===== config.mk =====
export PLATFORM = sky130hd
export DESIGN_NAME = mux_rr_arbiter
export DESIGN_NICKNAME = d
export VERILOG_FILES = /design/src/rtl/mux_rr_arbiter.sv
export SDC_FILE = /design/constraint.sdc
export NUM_CORES = 1
export LEC_CHECK = 0
export ABC_AREA = 1
export CAP_MARGIN = 10
export CORE_ASPECT_RATIO = 1.2
export CORE_MARGIN = 8
export CORE_UTILIZATION = 37
export CTS_CLUSTER_DIAMETER = 100
export CTS_CLUSTER_SIZE = 40
export DETAILED_ROUTE_END_ITERATION = 16
export SYNTH_ARGS = -nofsm -noshare
export SYNTH_HDL_FRONTEND = slang
export SYNTH_SLANG_ARGS = --single-unit

===== constraint.sdc =====
create_clock -name Clk -period 1.5 [get_ports Clk]
set_input_delay 0.375 -clock Clk [delete_from_list [all_inputs] [get_ports Clk]]
set_output_delay 0.375 -clock Clk [all_outputs]
set_load 0.005 [all_outputs]

===== src/rtl/mux_rr_arbiter.sv =====
// Round-robin arbiter that owns the Select line of a shared-resource mux.
// Grants one requester at a time, holds until release, and preempts long holders.
module mux_rr_arbiter #(
    parameter int nREQ     = 4,
    parameter int bSEL     = 2,
    parameter int MAX_HOLD = 16,
    parameter int bCNT     = 5
) (
    input  logic            Clk,
    input  logic            Reset_n,
    input  logic [nREQ-1:0] Request,
    output logic [nREQ-1:0] Grant,
    output logic [bSEL-1:0] Select,
    output logic            Busy,
    output logic            Preempt
);

    typedef enum logic {
        IDLE    = 1'b0,
        GRANTED = 1'b1
    } state_e;

    localparam logic [bCNT-1:0] HOLD_LAST = (MAX_HOLD == 0) ? '0 : bCNT'(MAX_HOLD - 1);
    localparam logic [bSEL-1:0] LAST_INIT = bSEL'(nREQ - 1);

    state_e          state_q, state_d;
    logic [nREQ-1:0] grant_q, grant_d;
    logic [bSEL-1:0] select_q, select_d;
    logic            busy_q, busy_d;
    logic            preempt_q, preempt_d;
    logic [bCNT-1:0] hold_cnt_q, hold_cnt_d;
    logic [bSEL-1:0] last_q, last_d;

    logic [bSEL-1:0] win;
    logic [bSEL-1:0] cand;
    logic            found;
    logic            others_waiting;

    // Round-robin pick: first set request bit after the last owner, wrapping mod nREQ.
    always_comb begin
        win   = last_q;
        cand  = '0;
        found = 1'b0;
        for (int k = 1; k <= nREQ; k++) begin
            cand = bSEL'((int'(last_q) + k) % nREQ);
            if (!found && Request[cand]) begin
                found = 1'b1;
                win   = cand;
            end
        end
    end

    // grant_q is the owner's one-hot while GRANTED, so masking it leaves the waiters.
    assign others_waiting = |(Request & ~grant_q);

    always_comb begin
        // NOTE: every _d gets a default before any branch so no latch is inferred.
        state_d    = state_q;
        grant_d    = grant_q;
        select_d   = select_q;
        busy_d     = busy_q;
        preempt_d  = 1'b0;
        hold_cnt_d = hold_cnt_q;
        last_d     = last_q;

        unique case (state_q)
            IDLE: begin
                if (found) begin
                    state_d      = GRANTED;
                    grant_d      = '0;
                    grant_d[win] = 1'b1;
                    select_d     = win;
                    busy_d       = 1'b1;
                    last_d       = win;
                    hold_cnt_d   = '0;
                end
            end
            GRANTED: begin
                if (!Request[select_q]) begin
                    state_d = IDLE;
                    grant_d = '0;
                    busy_d  = 1'b0;
                end else if ((MAX_HOLD != 0) && (hold_cnt_q == HOLD_LAST) && others_waiting) begin
                    // Last stays on the revoked owner so it ranks lowest next time.
                    state_d   = IDLE;
                    grant_d   = '0;
                    busy_d    = 1'b0;
                    preempt_d = 1'b1;
                end else if (hold_cnt_q != HOLD_LAST) begin
                    hold_cnt_d = hold_cnt_q + bCNT'(1);
                end
            end
            default: state_d = IDLE;
        endcase
    end

    // NOTE: sequential state uses non-blocking assignments only.
    always_ff @(posedge Clk or negedge Reset_n) begin
        if (!Reset_n) begin
            state_q    <= IDLE;
            grant_q    <= '0;
            select_q   <= '0;
            busy_q     <= 1'b0;
            preempt_q  <= 1'b0;
            hold_cnt_q <= '0;
            last_q     <= LAST_INIT;
        end else begin
            state_q    <= state_d;
            grant_q    <= grant_d;
            select_q   <= select_d;
            busy_q     <= busy_d;
            preempt_q  <= preempt_d;
            hold_cnt_q <= hold_cnt_d;
            last_q     <= last_d;
        end
    end

    assign Grant   = grant_q;
    assign Select  = select_q;
    assign Busy    = busy_q;
    assign Preempt = preempt_q;

endmodule


Word level (Yosys, flattened, before mapping)
Cells that the tools add are included.
W data, S select, Z words.
{"block": "totals", "register_bits": 16, "input_bits": 6, "output_inout_bits": 8}
{"block": "op_classes", "n_mux": 40, "add_sub_neg": 5, "order_cmp": 7, "n_eq_ne": 7, "n_reduce_logical": 12, "bitwise": 3}
{"operator": "$mux W5", "count": 4}
{"operator": "$mux W1", "count": 19}
{"operator": "$lt A2 B3 Y1 const B", "count": 6}
{"operator": "$mux W4", "count": 3}
{"operator": "$bmux W1 S2", "count": 5}
{"operator": "$pmux W5 S2", "count": 1}
{"operator": "$mux W2", "count": 4}
{"operator": "$pmux W4 S2", "count": 1}
{"operator": "$add A5 B1 Y5 const B", "count": 1}
{"operator": "$eq A5 B4 Y1 const B", "count": 1}
{"operator": "$logic_and A1 B1 Y1", "count": 5}
{"operator": "$ne A5 B4 Y1 const B", "count": 1}
{"operator": "$add A2 B1 Y2 const B", "count": 2}
{"operator": "$add A2 B2 Y2 const B", "count": 2}
{"operator": "$and A4 B4 Y4", "count": 1}
{"operator": "$ne A2 B1 Y1 const B", "count": 2}
{"operator": "$ne A2 B2 Y1 const B", "count": 2}
{"operator": "$not A4 Y4", "count": 1}
{"operator": "$pmux W1 S2", "count": 2}
{"operator": "$reduce_and A2 Y1", "count": 2}
{"operator": "$reduce_and A4 Y1", "count": 1}
{"operator": "$reduce_or A4 Y1", "count": 1}
{"operator": "$logic_not A1 Y1", "count": 3}
{"operator": "$ne A3 B2 Y1 const B", "count": 1}
{"operator": "other kinds (3)", "count": 3}

Depth between registers and ports, before layout
{"block": "depth", "word_depth": 19, "depth_mapped": 13, "ltp_nobuf": 12}

Worst setup path after synthesis
Ideal clock, no wire load.
{"block": "synth_path", "path_kind": "reg-to-reg", "start": "reg last_q[1]", "end": "reg grant_q[2] (netlist: Grant[2])", "path_buffers": 2, "path_stages_with_launch": 14, "setup_ns": 0.116, "arrival_ns": 1.490, "required_ns": 1.384, "period_less_slack_ns": 1.606, "path_slack_ns": -0.106, "path_cell_list": "dfstp_2 > buf_6 > inv_4 > nand2_1 > nand2_2 > nand2_2 > nand2_4 > nor2_4 > nand3_4 > nand2_4 > buf_6 > nor2_4 > nand2_1 > nand2_1"}
{"block": "synth_via", "elab_chain_len": 19, "word_cells_on_any_way": 35, "classes_between": "add/sub: 4; order compare: 2; eq/ne: 1; mux: 20; reduce/logical: 8"}
{"element": "start, declared", "line_no": "32", "rtl": "logic [bSEL-1:0] last_q, last_d;"}
{"element": "start signal, assigned", "line_no": "114", "rtl": "last_q <= last_d;"}
{"element": "$add A2 B1 Y2", "line_no": "45", "rtl": "cand = bSEL'((int'(last_q) + k) % nREQ);"}
{"element": "$bmux W1 S2", "line_no": "46", "rtl": "if (!found && Request[cand]) begin"}
{"element": "$mux W1 (not written as such)", "line_no": "46"}
{"element": "$mux W1", "line_no": "46"}
{"element": "$logic_not A1 Y1", "line_no": "46"}
{"element": "$logic_and A1 B1 Y1", "line_no": "46"}
{"element": "$mux W1", "line_no": "46"}
{"element": "$logic_not A1 Y1", "line_no": "46"}
{"element": "(+3 left out)"}
{"element": "$logic_and A1 B1 Y1", "line_no": "46"}
{"element": "$mux W2", "line_no": "46"}
{"element": "$lt A2 B3 Y1 (not written as such) / $ge A2 B1 Y1 (equally long branches)", "line_no": "71", "rtl": "grant_d[win] = 1'b1;"}
{"element": "$logic_and A1 B1 Y1 (not written as such)", "line_no": "71"}
{"element": "$mux W1 (not written as such)", "line_no": "71"}
{"element": "$demux W1 S2", "line_no": "71"}
{"element": "$mux W4", "line_no": "68", "rtl": "if (found) begin"}
{"element": "$pmux W4 S2", "line_no": "66", "rtl": "unique case (state_q)"}
{"element": "end signal, assigned", "line_no": "109", "rtl": "grant_q <= grant_d;"}
{"element": "end, declared", "line_no": "27", "rtl": "logic [nREQ-1:0] grant_q, grant_d;"}
Parallel ways exist; a longest one is shown, timed or not. The select of a mux whose other input is x is not followed.
A chain may end at the register's enable or synchronous reset.

Worst setup path after layout
{"block": "layout_path", "start": "reg last_q[0]", "end": "reg grant_q[3] (netlist: Grant[3])"}
Same word-level chain as after synthesis.

==> flow_summary_export.csv <==
group,metric,value,unit
clocking,cts_sinks,16,
critical_path,cp.required,1730,ps
detailed_routing,detail_route.wirelength,3.15,mm
sta,slew_violations,0,
sta,fin_skew,9.92,ps
floorplan,dieArea,5040,um2
critical_path,path_delay_family,"simple AND/OR/NAND/NOR gates",
sta,rsz0062_at_grt,"true",
critical_path,cp-end-kind,"flip-flop",
yosys,syn_area_per_cell,6.98,um2
floorplan,rows,22,
floorplan,die_h,76.2,um
place,dp.cells,233,
critical_path,crit_arrival,1940,ps
floorplan,fp.dieW,66.2,um
clocking,clkLatencyLatePin,290,ps
yosys,synth_ff_type,"dfrtp_1",
sta,setup_slack,-208,ps
yosys,ys_async_sr_fraction,100,%
critical_path,critPathMaxStageDelay,600,ps
critical_path,r2r-start,"last_q[0]",
grt,grt.overflow.total,0,
clocking,cts-root-buf,"clkbuf_4",
yosys,seq_area_frac_synth,36.1,%
yosys,synth_edf_count,0,
grt,grt_max_degree,12,
cells_and_area,layout.nets,225,
critical_path,path_depth,10,
place,port_buffers,13,
yosys,synth_cells,160,
detailed_routing,dr.pass1.iters,4,
floorplan,initial_core_util,37.6,%
critical_path,cp-startpoint,"last_q[0]",
cells_and_area,instances_no_fill,252,
cells_and_area,drive_gt1_share,41.2,%
yosys,syn_nets,168,
cells_and_area,antenna-diode-count,0,
critical_path,slowest_stage,"dfstp_2",
sta,hold_viol_final,0,
power_and_ir_drop,leakagePower,0.926,nW
sta,worstMarginPinSlew,319,ps
sta,relSlewSlack,78.7,%
power_and_ir_drop,total_power,4.11,mW
critical_path,r2r_slack,-210,ps
critical_path,crit_type,"reg -> reg",
critical_path,critical_path.endpoint,"Grant[3]",
grt,grtUsageTotal,12.6,%
clocking,clkTransAtPathRegs,100,ps
grt,grt_antenna_before_repair,0,
power_and_ir_drop,ir_drop,1230,uV
clocking,ctsLongestPathBuffers,2,
clocking,h-tree-depth,1,
detailed_routing,vias,1200,
outcome,status,"finished, violations left",
cells_and_area,syn_to_final_growth,54.9,%
critical_path,crit_buf_inv,1,
detailed_routing,drt_iter0_drc,59,
yosys,synth_seq_cells,16,
sta,finalSetupViolCount,15,
outcome,violations,"setup timing",
clocking,cts_tree,"yes",
critical_path,rr_endpoint,"Grant[3]",
yosys,yosys-top-cells-area,"dfrtp_1 31%, nand2_1 24%, nand3_1 7.2%, dfstp_2 4.7%, inv_1 4.0%",
place,hpwl,2.26,mm
grt,grt_pass1_wl,5.18,mm
critical_path,worstPathMaxFanout,8,
detailed_routing,avgViaCountPerCell,4.76,
yosys,yosysTopAreaCell,"dfrtp_1",
sta,fin_crit_sh,114,%
detailed_routing,drc_errors,0,
sta,finalCriticalPeriod,1710,ps
critical_path,r2r_cells,10,
worst_hold_path,hold_class,"in -> async",
yosys,synth_cell_types,25,
place,gp_congestion,0.852,
floorplan,boundaryPins,14,
floorplan,coreArea,2970,um2
sta,fmax,0.586,GHz
detailed_routing,ant_nets,0,
clocking,cts-hold-fix-buffers,0,
cells_and_area,utilization,58.2,%
yosys,netlist.area_leader.share,31.4,%
critical_path,path_cells,"inv_4, nand2_2, nand2_2, nand2_4, nand2_4, nor2_4, nand3_4, o21ai_2, nand2_1, nand2_1",
yosys,syn-cell-area,1120,um2
critical_path,worstSetupStartpointType,"flip-flop",
grt,grt_pass1_vias,1183,
flow_run,cap_violations,0,
yosys,ys_warn_count,0,
detailed_routing,post_drt_wl_per_cell,12.5,um
power_and_ir_drop,powerDensity,2370,nW/um2
clocking,cts_made_buffers,3,
==> metrics by stage <==
| stage | cell area (um2) | setup WS, ps | setup TNS, ps | hold slack (ps) |
|---|---|---|---|---|
| after detailed placement | 1470 | -509 | -6810 | 470 |
| after CTS | 1690 | -182 | -2380 | 315 |
| after floorplan | 1120 | -96.8 | -573 | 79.4 |
| after global placement | 1470 | -450 | -6350 | 469 |
| final | 1730 | -208 | -2740 | 315 |
| after global routing | 1730 | -315 | -4070 | 329 |
==> cells by family after synthesis <==
logic type / Yosys count / synth area share, %
DFF: 16 / 36.1
AOI/OAI and AO/OA: 13 / 7.17
buffers and inverters: 19 / 8.96
xor gates and xnor gates: 1 / 0.784
adders and majority gates: 2 / 2.24
and+or+nand+nor: 109 / 44.8
==> sequential cells by signal (all words and copies together) (netlist names) <==
name	cells
hold_cnt_q	5
Grant	4
Select	2
last_q	2
Busy	1
Preempt	1
state_q	1
==> area by class of cell <==
cell class / instances / area (um2)
Fill cell: 277 / 1240
Multi-Input combinational cell: 125 / 719
Timing Repair Buffer: 56 / 460
Sequential cell: 16 / 403
Inverter: 15 / 66.3
Tap cell: 36 / 45.0
Clock buffer: 4 / 36.3
==> worst min path at each step <==
stage / start / end / slack (ps)
floorplan: Reset_n / Busy / 80
global placement: Busy / Busy / 470
detailed placement: Busy / Busy / 470
CTS: Reset_n / Preempt / 310
global route: Reset_n / Preempt / 330
finish: Reset_n / Preempt / 320
==> report_power, final <==
group	switching, mW	internal [mW]	leakage (nW)
logic	1.68	1.40	0.702
clock network	0.142	0.148	0.0210
registers	0.116	0.616	0.203
total	1.94	2.17	0.926
==> cell usage in the layout (no fill, tap or decap), types with 2 or more instances in the layout <==
cell type	count
nor2_4	2
nand2_1	57
o22ai_1	2
clkdlybuf4s50_1	4
nand2_4	7
nand3_4	2
o21ai_0	3
o21ai_2	2
o21ai_1	2
dlygate4sd2_1	9
buf_4	38
dfstp_2	2
nor2_1	6
nand3_2	3
inv_1	10
nand3_1	13
dfrtp_1	14
ha_1	2
clkbuf_4	3
inv_2	2
buf_6	5
nand2_2	16
inv_4	2
==> synth_stat cells, types with 2 or more instances <==
library cell	count
nor2_4	2
o22ai_1	2
dfrtp_1	14
nand3_1	16
buf_6	3
a21oi_1	2
ha_1	2
inv_2	2
o21ai_0	4
dfstp_2	2
nand2_4	2
nand2_1	72
nand2_2	7
o21ai_2	2
inv_1	12
nor2_1	7
==> layer usage <==
layer | part of all wire, % | routed length, um | global-route usage, % | vias up
met5 | 0 | 0 | 0 | -
met4 | 0.92 | 29 | 4.28 | 0
met3 | 3.1 | 96 | 2.50 | 4
met2 | 56 | 1760 | 23.2 | 12
met1 | 40 | 1260 | 13.4 | 564
li1 | - | - | - | 620
==> repair_timing <==
action                                 4_1_cts  5_1_grt
setup buffers                               14        1
pin swaps                                    8        3
resized for setup                           36       10
gates cloned                                 0        0
setup endpoints to repair                   23       16
endpoints found under the hold margin        0        0
No activity file was read; power rests on OpenSTA's default activity.
==> RTL edit, RTL diff (same settings) <==
Change the parameter `MAX_HOLD` from 16 to 8.
--- a/src/rtl/mux_rr_arbiter.sv
+++ b/src/rtl/mux_rr_arbiter.sv
@@ -4,5 +4,5 @@
     parameter int nREQ     = 4,
     parameter int bSEL     = 2,
-    parameter int MAX_HOLD = 16,
+    parameter int MAX_HOLD = 8,
     parameter int bCNT     = 5
 ) (
Function: no difference found for any inputs over 4 cycles, from zero or initial values and one cycle with Reset_n low; that may be too few to reach the edited logic, so the function may still have changed.
==> RTL edit against the original RTL <==
  * Non-clock buffer count fell by 5
  * Clock power down 17%
  * Wire length grew 6.8%
  * Design area up 6.9%
  * Setup slack better by 0.0013 ns
  * Highest routed layer unchanged
  * Final cell count fell by 2.0%
  * Area after synthesis grew 1.7%
  * Core utilization rose by 3.4 points
  * First-iteration DRC count decreased by 44%
  * Sequential cell count stayed put
  * The run still ends with negative setup slack left
  * Synthesized cell count down 1.3%
  * Maximum frequency about the same
  * Power increased by 11%
==> RTL edit: results (changes against the original RTL) <==
Setup WS post-layout=-0.2062 ns (+0.001293 ns); most flop-heavy register=hold_cnt_q; DR WL/cell=13.60 um (+8.9%); worst skew pair latency=0.29 ns (about the same); crit-path max cell delay=0.57 ns (-0.03 ns); delay-heaviest family, CP=simple AND/OR/NAND/NOR gates; status=complete, but fails checks; Commonest cells post-synth=nand2_1, dfrtp_1, nand3_1; most area-consuming cells after synthesis=dfrtp_1, nand2_1, nand3_1, nand2_2, dfstp_2; Synth Area per Inst=7.190 um^2 (+3.0%); H-tree depth=1 (unchanged); endpoints failing setup=15 (unchanged); CTS Root Buffer Type=clkbuf_4; FILL cells=283 (+2.2%); leakage power=0.0009829 uW (+6.1%); DP Worst Slack=-0.5612 ns (-0.05234 ns); drt initial violations=33 (-44%); crit path max-delay cell type=dfstp_2; Post-Place Cells=225 (-3.4%); Post-Layout Cell Count=247 (-2.0%); routability congestion estimate=0.7989 (-6.2%); CP max FO=7 (-1); Worst-path clk slew=0.10 ns (about the same); largest net degree at the start of global routing=17 (+5); syn nets=165 (-1.8%); clock skew=0.009488 ns (-0.0004280 ns); VDD IR max=1.505 mV (+22%); antenna violations before repair=0 (unchanged); TritonCTS buffer count=3 (unchanged); share of cells above drive strength 1=0.4692 (+0.05716); dpl cell area=1453 um^2 (-1.1%); switching share of power=0.4975 (+0.02518); failing checks=negative setup slack; Tot GR Track Use=0.1338 (+0.007757); vias in the first global route=1350 (+14%); sequential-to-total area share from yosys stat=0.3546 (-0.005957); via count=1239 (+3.3%); first-pass GRT wire length=5554 um (+7.3%); Comb pwr share=0.784 (+0.033); nets=219 (-2.7%); WP data arrival=1.89 ns (-0.05 ns); post-synth cell types=28 (+12%); seq pwr=748 uW (+2%); Tightest Pin Transition=0.4002 ns (+0.08124 ns); Final HPWL DP=2374 um (+4.9%)
[RTL edit: repair_timing]
item,4_1_cts,5_1_grt
setup endpoints to repair,23,16
gates resized for setup,55,17
setup buffers,15,2
pin swaps,8,10
gates cloned,1,0
[RTL edit: worst paths after layout]
check,cells past startpoint,endpoint,startpoint,slack (ns)
max,12,hold_cnt_q[4],last_q[0],-0.21
min,2,hold_cnt_q[0],Reset_n,0.38
max reg2reg,12,hold_cnt_q[4],last_q[0],-0.21
min reg2reg,2,Busy,Busy,0.47
max in group asynchronous,2,last_q[0],Reset_n,0.85
min in group Clk,2,Busy,Busy,0.47
[RTL edit: cell type report]
class	instances	share of cell area
clock buffers	4	0.01421
inverters	14	0.03789
multi-input cells	126	0.4689
flip-flops and latches	16	0.2179
well taps	36	0.02436
repair buffers	51	0.2368
[RTL edit: kinds of logic after synthesis]
family                     count (synthesis)  synth area share
and+or+nand+nor                          109            0.4670
adders and majority gates                  1           0.01101
AOI/OAI and AO/OA                         13           0.06719
buffers and inverters                     17           0.08480
xor gates and xnor gates                   2           0.01542
DFF                                       16            0.3546
[RTL edit: stage by stage]
stage / hold slack [ns] / total power (uW) / TNS [ns] / utilization
floorplan: 0.07941 / 2344 / -0.4460 / -
global placement: 0.4688 / 3133 / -7.077 / 0.4842
detailed placement: 0.4684 / 3187 / -7.440 / 0.4842
CTS: 0.3919 / 4258 / -2.180 / 0.5897
global route: 0.4228 / 4951 / -3.775 / 0.6163
finish: 0.3820 / 4581 / -2.567 / 0.6163
[RTL edit: per-layer routing]
layer,track usage,share of wire,vias to the layer above
met5,0,0,-
met4,0.07709,0.033,0
met3,0.01599,0.023,11
met2,0.2560,0.58,21
met1,0.1268,0.36,597
li1,-,-,610
